File: src/rtl/fetch_pkg.sv
// Shared types and constants for the instruction fetch unit.
package fetch_pkg;

  localparam int unsigned INSTR_W       = 32;
  localparam int unsigned PC_W          = 32;
  localparam int unsigned PC_STEP       = 4;
  localparam int unsigned DEFAULT_DEPTH = 4;
  localparam int unsigned ENTRY_W       = PC_W + INSTR_W;

  typedef enum logic [1:0] {
    FETCH  = 2'd0,
    FULL   = 2'd1,
    BUBBLE = 2'd2
  } fetch_state_e;

  function automatic logic [PC_W-1:0] align_pc(input logic [PC_W-1:0] pc);
    return pc & ~PC_W'(3);
  endfunction

endpackage

File: src/rtl/fetch_fifo.sv
// DEPTH-entry {pc, instr} buffer with synchronous flush and wrapping pointers.
module fetch_fifo
  import fetch_pkg::*;
#(
  parameter int unsigned DEPTH = DEFAULT_DEPTH,
  localparam int unsigned AW   = $clog2(DEPTH),
  localparam int unsigned CW   = AW + 1
) (
  input  logic               clk,
  input  logic               reset,
  input  logic               i_flush,
  input  logic               i_push,
  input  logic [ENTRY_W-1:0] i_wdata,
  input  logic               i_pop,
  output logic [ENTRY_W-1:0] o_rdata,
  output logic [CW-1:0]      o_count,
  output logic               o_empty,
  output logic               o_full
);

  logic [ENTRY_W-1:0] r_mem [DEPTH];
  logic [AW-1:0]      r_wptr;
  logic [AW-1:0]      r_rptr;
  logic [CW-1:0]      r_count;
  logic               w_push;
  logic               w_pop;

  assign o_full  = (r_count == CW'(DEPTH));
  assign o_empty = (r_count == '0);
  assign w_push  = i_push && !o_full;
  assign w_pop   = i_pop && !o_empty;

  always_ff @(posedge clk or negedge reset) begin
    if (!reset) begin
      r_wptr  <= '0;
      r_rptr  <= '0;
      r_count <= '0;
    end else if (i_flush) begin
      r_wptr  <= '0;
      r_rptr  <= '0;
      r_count <= '0;
    end else begin
      if (w_push) r_wptr <= r_wptr + AW'(1);
      if (w_pop)  r_rptr <= r_rptr + AW'(1);
      if (w_push && !w_pop)      r_count <= r_count + CW'(1);
      else if (w_pop && !w_push) r_count <= r_count - CW'(1);
    end
  end

  // Storage needs no reset: contents are only observed while count is non-zero.
  always_ff @(posedge clk) begin
    if (w_push && !i_flush) r_mem[r_wptr] <= i_wdata;
  end

  assign o_rdata = r_mem[r_rptr];
  assign o_count = r_count;

endmodule

File: src/rtl/fetch_unit.sv
// Instruction fetch front-end: issues word fetches, buffers {pc, instr}, handles redirects.
module fetch_unit
  import fetch_pkg::*;
#(
  parameter int unsigned     DEPTH    = DEFAULT_DEPTH,
  parameter logic [PC_W-1:0] RESET_PC = 32'h0000_0000
) (
  input  logic               clk,
  input  logic               reset,
  output logic               imem_req,
  output logic [PC_W-1:0]    imem_addr,
  input  logic               imem_ack,
  input  logic [INSTR_W-1:0] imem_data,
  input  logic               redirect,
  input  logic [PC_W-1:0]    redirect_pc,
  output logic               out_valid,
  input  logic               out_ready,
  output logic [INSTR_W-1:0] out_instr,
  output logic [PC_W-1:0]    out_pc,
  output logic [PC_W-1:0]    out_pc4
);

  localparam int unsigned CW = $clog2(DEPTH) + 1;

  fetch_state_e       r_state;
  fetch_state_e       w_state_nxt;
  logic [PC_W-1:0]    r_fetch_pc;
  logic               w_req;
  logic               w_xfer;
  logic               w_pop;
  logic               w_empty;
  logic               w_full;
  logic [CW-1:0]      w_count;
  logic [CW-1:0]      w_count_nxt;
  logic [ENTRY_W-1:0] w_head;
  logic [PC_W-1:0]    w_head_pc;

  // Reset gates the request combinationally so outputs drop the instant it asserts.
  assign w_req     = reset && (r_state == FETCH) && !w_full;
  assign imem_req  = w_req;
  assign imem_addr = reset ? r_fetch_pc : '0;

  assign w_xfer    = w_req && imem_ack && !redirect;
  assign out_valid = !w_empty && !redirect;
  assign w_pop     = out_valid && out_ready;

  fetch_fifo #(
    .DEPTH(DEPTH)
  ) u_fifo (
    .clk    (clk),
    .reset  (reset),
    .i_flush(redirect),
    .i_push (w_xfer),
    .i_wdata({r_fetch_pc, imem_data}),
    .i_pop  (w_pop),
    .o_rdata(w_head),
    .o_count(w_count),
    .o_empty(w_empty),
    .o_full (w_full)
  );

  always_comb begin
    w_count_nxt = w_count;
    if (w_xfer && !w_pop)      w_count_nxt = w_count + CW'(1);
    else if (w_pop && !w_xfer) w_count_nxt = w_count - CW'(1);
  end

  always_comb begin
    w_state_nxt = r_state;
    if (redirect) begin
      w_state_nxt = BUBBLE;
    end else begin
      case (r_state)
        FETCH:   if (w_count_nxt == CW'(DEPTH)) w_state_nxt = FULL;
        FULL:    if (w_count_nxt != CW'(DEPTH)) w_state_nxt = FETCH;
        BUBBLE:  w_state_nxt = FETCH;
        default: w_state_nxt = FETCH;
      endcase
    end
  end

  always_ff @(posedge clk or negedge reset) begin
    if (!reset) begin
      r_state    <= FETCH;
      r_fetch_pc <= align_pc(RESET_PC);
    end else begin
      r_state <= w_state_nxt;
      if (redirect)    r_fetch_pc <= align_pc(redirect_pc);
      else if (w_xfer) r_fetch_pc <= r_fetch_pc + PC_W'(PC_STEP);
    end
  end

  assign w_head_pc = w_head[ENTRY_W-1:INSTR_W];
  assign out_instr = out_valid ? w_head[INSTR_W-1:0] : '0;
  assign out_pc    = out_valid ? w_head_pc : '0;
  assign out_pc4   = out_valid ? (w_head_pc + PC_W'(PC_STEP)) : '0;

endmodule

File: config.mk
export PLATFORM = sky130hd
export DESIGN_NAME = fetch_unit
export DESIGN_NICKNAME = d
export VERILOG_FILES = /design/src/rtl/fetch_pkg.sv /design/src/rtl/fetch_fifo.sv /design/src/rtl/fetch_unit.sv
export SDC_FILE = /design/constraint.sdc
export NUM_CORES = 1
export LEC_CHECK = 0
export ABC_AREA = 1
export BUFFER_PORTS_ARGS = -buffer_cell sky130_fd_sc_hd__buf_2
export CAP_MARGIN = 20
export CORE_MARGIN = 5
export CORE_UTILIZATION = 45
export CTS_BUF_LIST = sky130_fd_sc_hd__clkbuf_8
export DETAILED_ROUTE_END_ITERATION = 6
export PLACE_DENSITY = 0.74
export SLEW_MARGIN = 20
export SYNTH_ARGS = -nofsm -noshare
export SYNTH_HDL_FRONTEND = slang
export SYNTH_SLANG_ARGS = --single-unit
File: constraint.sdc
create_clock -name clk -period 6.8 [get_ports clk]
set_input_delay 0.34 -clock clk [delete_from_list [all_inputs] [get_ports clk]]
set_output_delay 0.34 -clock clk [all_outputs]
set_load 0.02 [all_outputs]
==> flow_metrics.tcl, run 1 <==
set metrics [dict create \
    drc_errors 0 \
    crit_path_max_incr_delay_ps 750 \
    synth_seq_area_share_pct 59.7 \
    yosys_most_used_dff "edfxtp_1" \
    cp_data_arrival_time_ps 4160 \
    reg2reg_to "u_fifo.r_mem[3][45]" \
    critPathLaunch "u_fifo.r_rptr[0]" \
    rows 64 \
    place.gp.congestion 0.941 \
    antenna_found_initial 1 \
    routed_wl_mm 38.5 \
    start_util_pct 45.9 \
    grt_max_degree 126 \
    multi_input_area_um2 4910 \
    insertion_delay_ps 560 \
    fillers 2761 \
    core_um2 30700 \
    path_clk_slew_ps 60 \
    use_met3_pct 3.71 \
    via_per_inst 5.19 \
    grt_use_met1_pct 29.0 \
    hold_class "in -> async" \
    critPathMaxFanout 125 \
    critPathCaptureType "output pin" \
    yosysUniqueCellTypes 36 \
    cts_buffer_depth 3 \
    final-seq-area_um2 8430 \
    yosys.area.top_type "edfxtp_1" \
    cts_buffers 45 \
    h-tree-depth 2 \
    crit_required_ps 6460 \
    max_freq_mhz 222 \
    maxCapViolations 0 \
    max_slew.worst_pin.slew_ps 1050 \
    rsz0062_at_grt "false" \
    syn_area_per_cell_um2 8.84 \
    syn-cell-area_um2 14100 \
    syn_inst 1597 \
    gr-usage-all-layers_pct 21.3 \
    synth_seq_cells 287 \
    slowest_stage "dfrtp_4" \
    gr-total-overflow 0 \
    drive_above_1_share_pct 15.5 \
    final.setup.tns_ps 0 \
    setup.worst_path.end "out_pc4[16]" \
    grt_pass1_vias 11193 \
    drtIter0Drc 1067 \
    syn2layout_area_growth_pct 18.7 \
    grt_pass1_wl_mm 60.4 \
    yosys.area.top_type_share_pct 52.8 \
    p_leak_nw 7.29 \
    drtAntennaViolNets 0 \
    crit_top_cell "nand2_1" \
    ir_drop_mv 0.156 \
    grt-busiest-layer "met2" \
    rr_worst_depth 9 \
    post-route-period-util_pct 66.1 \
    reg2reg_from "u_fifo.o_count[1]" \
    worst_setup_path_start_kind "flip-flop" \
    die_w_um 187 \
    setup_violations 0 \
    use_met2_pct 35.1 \
    dr.pass1.iters 5 \
    yosysWarnings 0 \
    final_nets 1903 \
    async_reset_ff_share_pct 13.6 \
    die_area_um2 35000 \
    cts.sinks 287 \
    wire_per_inst_um 17.0 \
    hold_viol_final 0 \
    slew-limit-headroom_pct 30.1 \
    holdWs_ps 13.9 \
    finalClockSkew_ps 28.1 \
    period_minus_slack_ps 4500 \
    crit_type "reg -> out" \
    synth_area_leaders "edfxtp_1 53%, nand2_1 13%, nor2_1 7.7%" \
    hpwl_mm 24.6 \
    vias 11712 \
    power.density_nw_per_um2 314 \
    drv_slew 0 \
    crit_chain "inv_6 -> nand2_2 -> nand2_1 -> nand2_1 -> nand2_1 -> ha_1 -> inv_1 -> nor2_1 -> nand2_1 -> nor2_2 -> nand2_2 -> nor2_1 -> nand2_1 -> nand2_1 -> nor2_1 -> buf_2" \
    r2r_slack_ps 3130 \
    cts_setup_buffers 0 \
    cts_tree "yes" \
    outcome "finished, final reports clean" \
    die_y_um 187 \
    root_buffer "clkbuf_8" \
    synth-edff-count 248 \
    portBuffers 190 \
    io_pins 199 \
]
Yosys cell counts, types with 14 or more instances:
cell,instances
inv_1,113
nand2_1,489
xor2_1,15
buf_2,16
o21ai_0,93
clkbuf_1,32
edfxtp_1,248
dfrtp_1,39
a21oi_1,47
nor2_1,291
nand3_1,102
nor3_1,14
worst max-delay path: cells and delay by family, from the launching register on:
| family | cells | cell delay, ps |
|---|---|---|
| simple gates | 12 | 1550 |
| buf+inv | 3 | 980 |
| flops | 1 | 750 |
| fa+ha+maj | 1 | 240 |
sequential cells by signal, summed over array words and instances (netlist names):
name,cells
u_fifo.r_mem,248
r_fetch_pc,30
u_fifo.o_count,3
r_state,2
u_fifo.r_rptr,2
u_fifo.r_wptr,2
metal layers:
layer,up-vias,share of wire [%]
met4,2,2.6
met5,-,0.018
met3,79,6.6
li1,5704,-
met1,5494,43
met2,433,48
kinds of logic after synthesis:
logic type,Yosys count,synth area share [%]
buf+inv,191,5.92
fa+ha+maj,9,0.798
compound gates,163,6.15
simple gates,927,26.3
other cells,1,0.0266
flops,287,59.7
xor+xnor,19,1.18
how the worst min path moves through the flow:
| stage | startpoint | end |
|---|---|---|
| after floorplan | reset | r_fetch_pc[10] |
| after global placement | r_state[1] | r_state[0] |
| after detailed placement | r_state[1] | r_state[0] |
| after CTS | imem_data[28] | u_fifo.r_mem[2][28] |
| after global routing | imem_data[28] | u_fifo.r_mem[1][28] |
| final | reset | r_fetch_pc[20] |
cell usage in the layout (no fill, tap or decap), types with 3 or more instances in the layout:
cell type      instances
inv_1                122
bufinv_16              4
ha_1                   9
nand2_1              489
a21oi_1               47
xor2_1                15
or2_2                  3
o21ai_0               93
dfrtp_1               37
nor3_1                14
xnor2_1                4
a31oi_1                3
nor2_2                 7
nand2_2                5
o221ai_1               3
nand4_1               12
clkinv_2               8
nand3_1              102
dlygate4sd3_1         52
clkinv_1              10
buf_4                  9
conb_1                 6
buf_2                190
o211ai_1               9
edfxtp_1             248
nor2_1               287
nor2_4                 4
clkbuf_8              49
stage by stage:
stage | instance area, um^2 | power [W] | instances | util [%] | worst slack [ps]
global placement | 15300 | 0.00372 | 2122 | 49.7 | 2960
finish | 16800 | 0.00526 | 2258 | 54.5 | 2300
detailed placement | 15300 | 0.00376 | 2122 | 49.7 | 2930
floorplan | 14100 | 0.00324 | 1602 | - | 2290
global route | 16800 | 0.00555 | 2257 | 54.5 | 1960
CTS | 16800 | 0.00528 | 2257 | 54.5 | 2310
what timing repair did:
action / 4_1_cts / 5_1_grt
endpoints found under the hold margin: 145 / 0
setup endpoints to repair: 0 / 0
resized for setup: 0 / 0
hold buffers: 52 / 0
power by group:
part	internal (W)	total (W)	switching (W)
Combinational	0.000462	0.00168	0.00122
Clock	0.000823	0.00149	0.000670
Sequential	0.00197	0.00209	0.000112
Total	0.00326	0.00526	0.00200
area by class of cell:
| type | instances | area share, % |
|---|---|---|
| inverters | 116 | 2.63 |
| repair buffers | 251 | 9.19 |
| clock buffers | 49 | 4.03 |
| clock inverters | 34 | 1.57 |
| well taps | 396 | 2.96 |
| diodes | 1 | 0.0149 |
| flip-flops and latches | 287 | 50.3 |
| multi-input cells | 1124 | 29.3 |
Power figures use the tool's default switching activity.
==> run 2, diff against run 1 <==
--- a/config.mk
+++ b/config.mk
@@ -12,7 +12,7 @@
 export CORE_UTILIZATION = 45
 export CTS_BUF_LIST = sky130_fd_sc_hd__clkbuf_8
 export DETAILED_ROUTE_END_ITERATION = 6
-export PLACE_DENSITY = 0.74
+export PLACE_DENSITY = 0.77
 export SLEW_MARGIN = 20
 export SYNTH_ARGS = -nofsm -noshare
 export SYNTH_HDL_FRONTEND = slang
==> constraint.sdc (replaced) <==
create_clock -name clk -period 4 [get_ports clk]
set_input_delay 0.2 -clock clk [delete_from_list [all_inputs] [get_ports clk]]
set_output_delay 0.2 -clock clk [all_outputs]
set_load 0.02 [all_outputs]
==> flow_metrics.tcl, run 2 (synthesis gave the netlist of run 1 again) <==
set metrics [dict create \
    dr.pass1.iters 5 \
    grt_max_degree 82 \
    max_freq_mhz 281 \
    start_util_pct 45.9 \
    rsz0062_at_grt "false" \
    hold_viol_final 0 \
    final_nets 1922 \
    gr-total-overflow 0 \
    rows 64 \
    io_pins 199 \
    cp_top_family "simple AND/OR/NAND/NOR gates" \
    critPathCaptureType "output pin" \
    switchingPower_w 0.00327 \
    cp_data_arrival_time_ps 3350 \
    layout_commonest_cell "nand2_1" \
    portBuffers 190 \
    drtAntennaViolNets 0 \
    cts_tree "yes" \
    r2r_slack_ps 850 \
    drv_slew 0 \
    gr-usage-all-layers_pct 21.0 \
    switching_share_pct 38.0 \
    pwr-share-seq_pct 40.8 \
    critPathMaxFanout 59 \
    largest_reg_flops 248 \
    top_register "u_fifo.r_mem" \
    path_clk_slew_ps 50 \
    hold_class "in -> reg" \
    antenna_found_initial 1 \
    via_per_inst 5.15 \
    grt_pass1_wl_mm 59.8 \
    hpwl_mm 25.2 \
    root_buffer "clkbuf_8" \
    routed_wl_mm 37.7 \
    slew-limit-headroom_pct 49.4 \
    max_slew.worst_pin.slew_ps 758 \
    die_w_um 187 \
    drc_errors 0 \
    post-route-period-util_pct 88.9 \
    power.internal_w 0.00533 \
    worst_setup_path_start_kind "flip-flop" \
    crit_buf_inv 2 \
    holdWs_ps 81.4 \
    ir_drop_mv 0.226 \
    layout_common_cells "489 x nand2_1, 287 x nor2_1, 248 x edfxtp_1, 190 x buf_2, 130 x inv_1" \
    die_area_um2 35000 \
    crit_path_max_incr_delay_ps 570 \
    cts.sinks 287 \
    p_total_w 0.00859 \
    grt_pass1_vias 11431 \
    crit_type "reg -> out" \
    outcome "finished, final reports clean" \
    cts_buffers 42 \
    power.density_nw_per_um2 510 \
    cts_setup_buffers 0 \
    wire_per_inst_um 16.6 \
    cts_buffer_depth 3 \
    clockPowerShare_pct 25.5 \
    slowest_stage "dfrtp_4" \
    crit_top_cell "nand2_1" \
    p_leak_nw 7.37 \
    crit_chain "buf_4 -> nand2_1 -> nand2_1 -> nand2_1 -> nand2_1 -> nand2_1 -> nor2_1 -> nand2_1 -> nor2_1 -> nor2_1 -> a21oi_1 -> buf_2" \
    period_minus_slack_ps 3550 \
    maxCapViolations 0 \
    h-tree-depth 2 \
    finalClockSkew_ps 18.5 \
    vias 11712 \
    crit_required_ps 3800 \
    drtIter0Drc 1146 \
    place.gp.congestion 0.912 \
    die_y_um 187 \
    syn2layout_area_growth_pct 19.4 \
    p_comb_share_pct 33.7 \
    drive_above_1_share_pct 15.3 \
    setup_violations 0 \
    core_um2 30700 \
    fillers 2719 \
    insertion_delay_ps 530 \
]
run 2: changes by cell type in the layout (fill, tap and decap cells not counted), moves of 2 or more:
| cell | previous run | this run |
|---|---|---|
| dlygate4sd3_1 | 52 | 63 |
| inv_1 | 122 | 130 |
| buf_4 | 9 | 16 |
| clkinv_2 | 8 | 2 |
| buf_12 | 0 | 4 |
| bufinv_16 | 4 | 1 |
| clkinvlp_4 | 2 | 0 |
run 2: path summary, 6_finish.rpt:
path                       depth (start not counted)             endpoint         startpoint
max in group asynchronous                          4     u_fifo.r_rptr[0]              reset
hold reg to reg                                    3           r_state[0]         r_state[1]
setup / recovery                                  12          out_pc4[15]   u_fifo.r_rptr[0]
min in group asynchronous                          3       r_fetch_pc[12]              reset
setup reg to reg                                   9  u_fifo.r_mem[0][19]  u_fifo.o_count[0]
hold / removal                                     3     u_fifo.r_rptr[0]          out_ready
run 2: per-layer routing:
metal / global-route usage, % / vias to the layer above / share of wire, % / routed length, um
met1: 29.2 / 5417 / 43 / 16000
met4: 6.66 / 0 / 2.5 / 954
met5: 0 / - / 0 / 0
met2: 34.2 / 489 / 48 / 17900
li1: - / 5736 / - / -
met3: 3.06 / 70 / 7.4 / 2770
run 2: through the flow:
| step | instances | cell area [um^2] | utilization (%) | setup TNS [ps] | setup slack, ps |
|---|---|---|---|---|---|
| floorplan | 1602 | 14100 | - | -127470 | -514 |
| global placement | 2133 | 15400 | 50.2 | 0 | 898 |
| detailed placement | 2133 | 15400 | 50.2 | 0 | 840 |
| CTS | 2273 | 16800 | 54.8 | 0 | 422 |
| global route | 2274 | 16900 | 54.8 | 0 | 58.1 |
| finish | 2274 | 16900 | 54.8 | 0 | 445 |
run 2: final cells by class:
type / instances / area [um^2] / share of cell area (%)
Antenna cell: 1 / 2.50 / 0.0148
Clock buffer: 48 / 661 / 3.92
Clock inverter: 29 / 138 / 0.817
Inverter: 116 / 440 / 2.61
Multi-Input combinational cell: 1124 / 4910 / 29.1
Sequential cell: 287 / 8430 / 50.0
Tap cell: 396 / 495 / 2.94
Timing Repair Buffer: 273 / 1780 / 10.6
run 2: power groups by stage:
stage	clock (W)	sequential (W)	combinational, W
6_report	0.00219	0.00351	0.00289
3_3_place_gp	0	0.00356	0.00276
3_5_place_dp	0	0.00356	0.00282
5_1_grt	0.00238	0.00352	0.00321
2_1_floorplan	0	0.00348	0.00202
4_1_cts	0.00224	0.00350	0.00288
run 2: what timing repair did:
item / in CTS / in global routing
hold buffers: 63 / 0
gates resized for setup: 0 / 0
hold endpoints to repair: 171 / 0
run 2: worst reg2reg max path: stages (launching register included):
cell     delay [ps]
dfrtp_1         350
inv_1            90
ha_1            220
nand2_1          80
nand4_1         320
nor2_1          190
buf_4           290
inv_1           330
nor2_4          690
buf_12          280
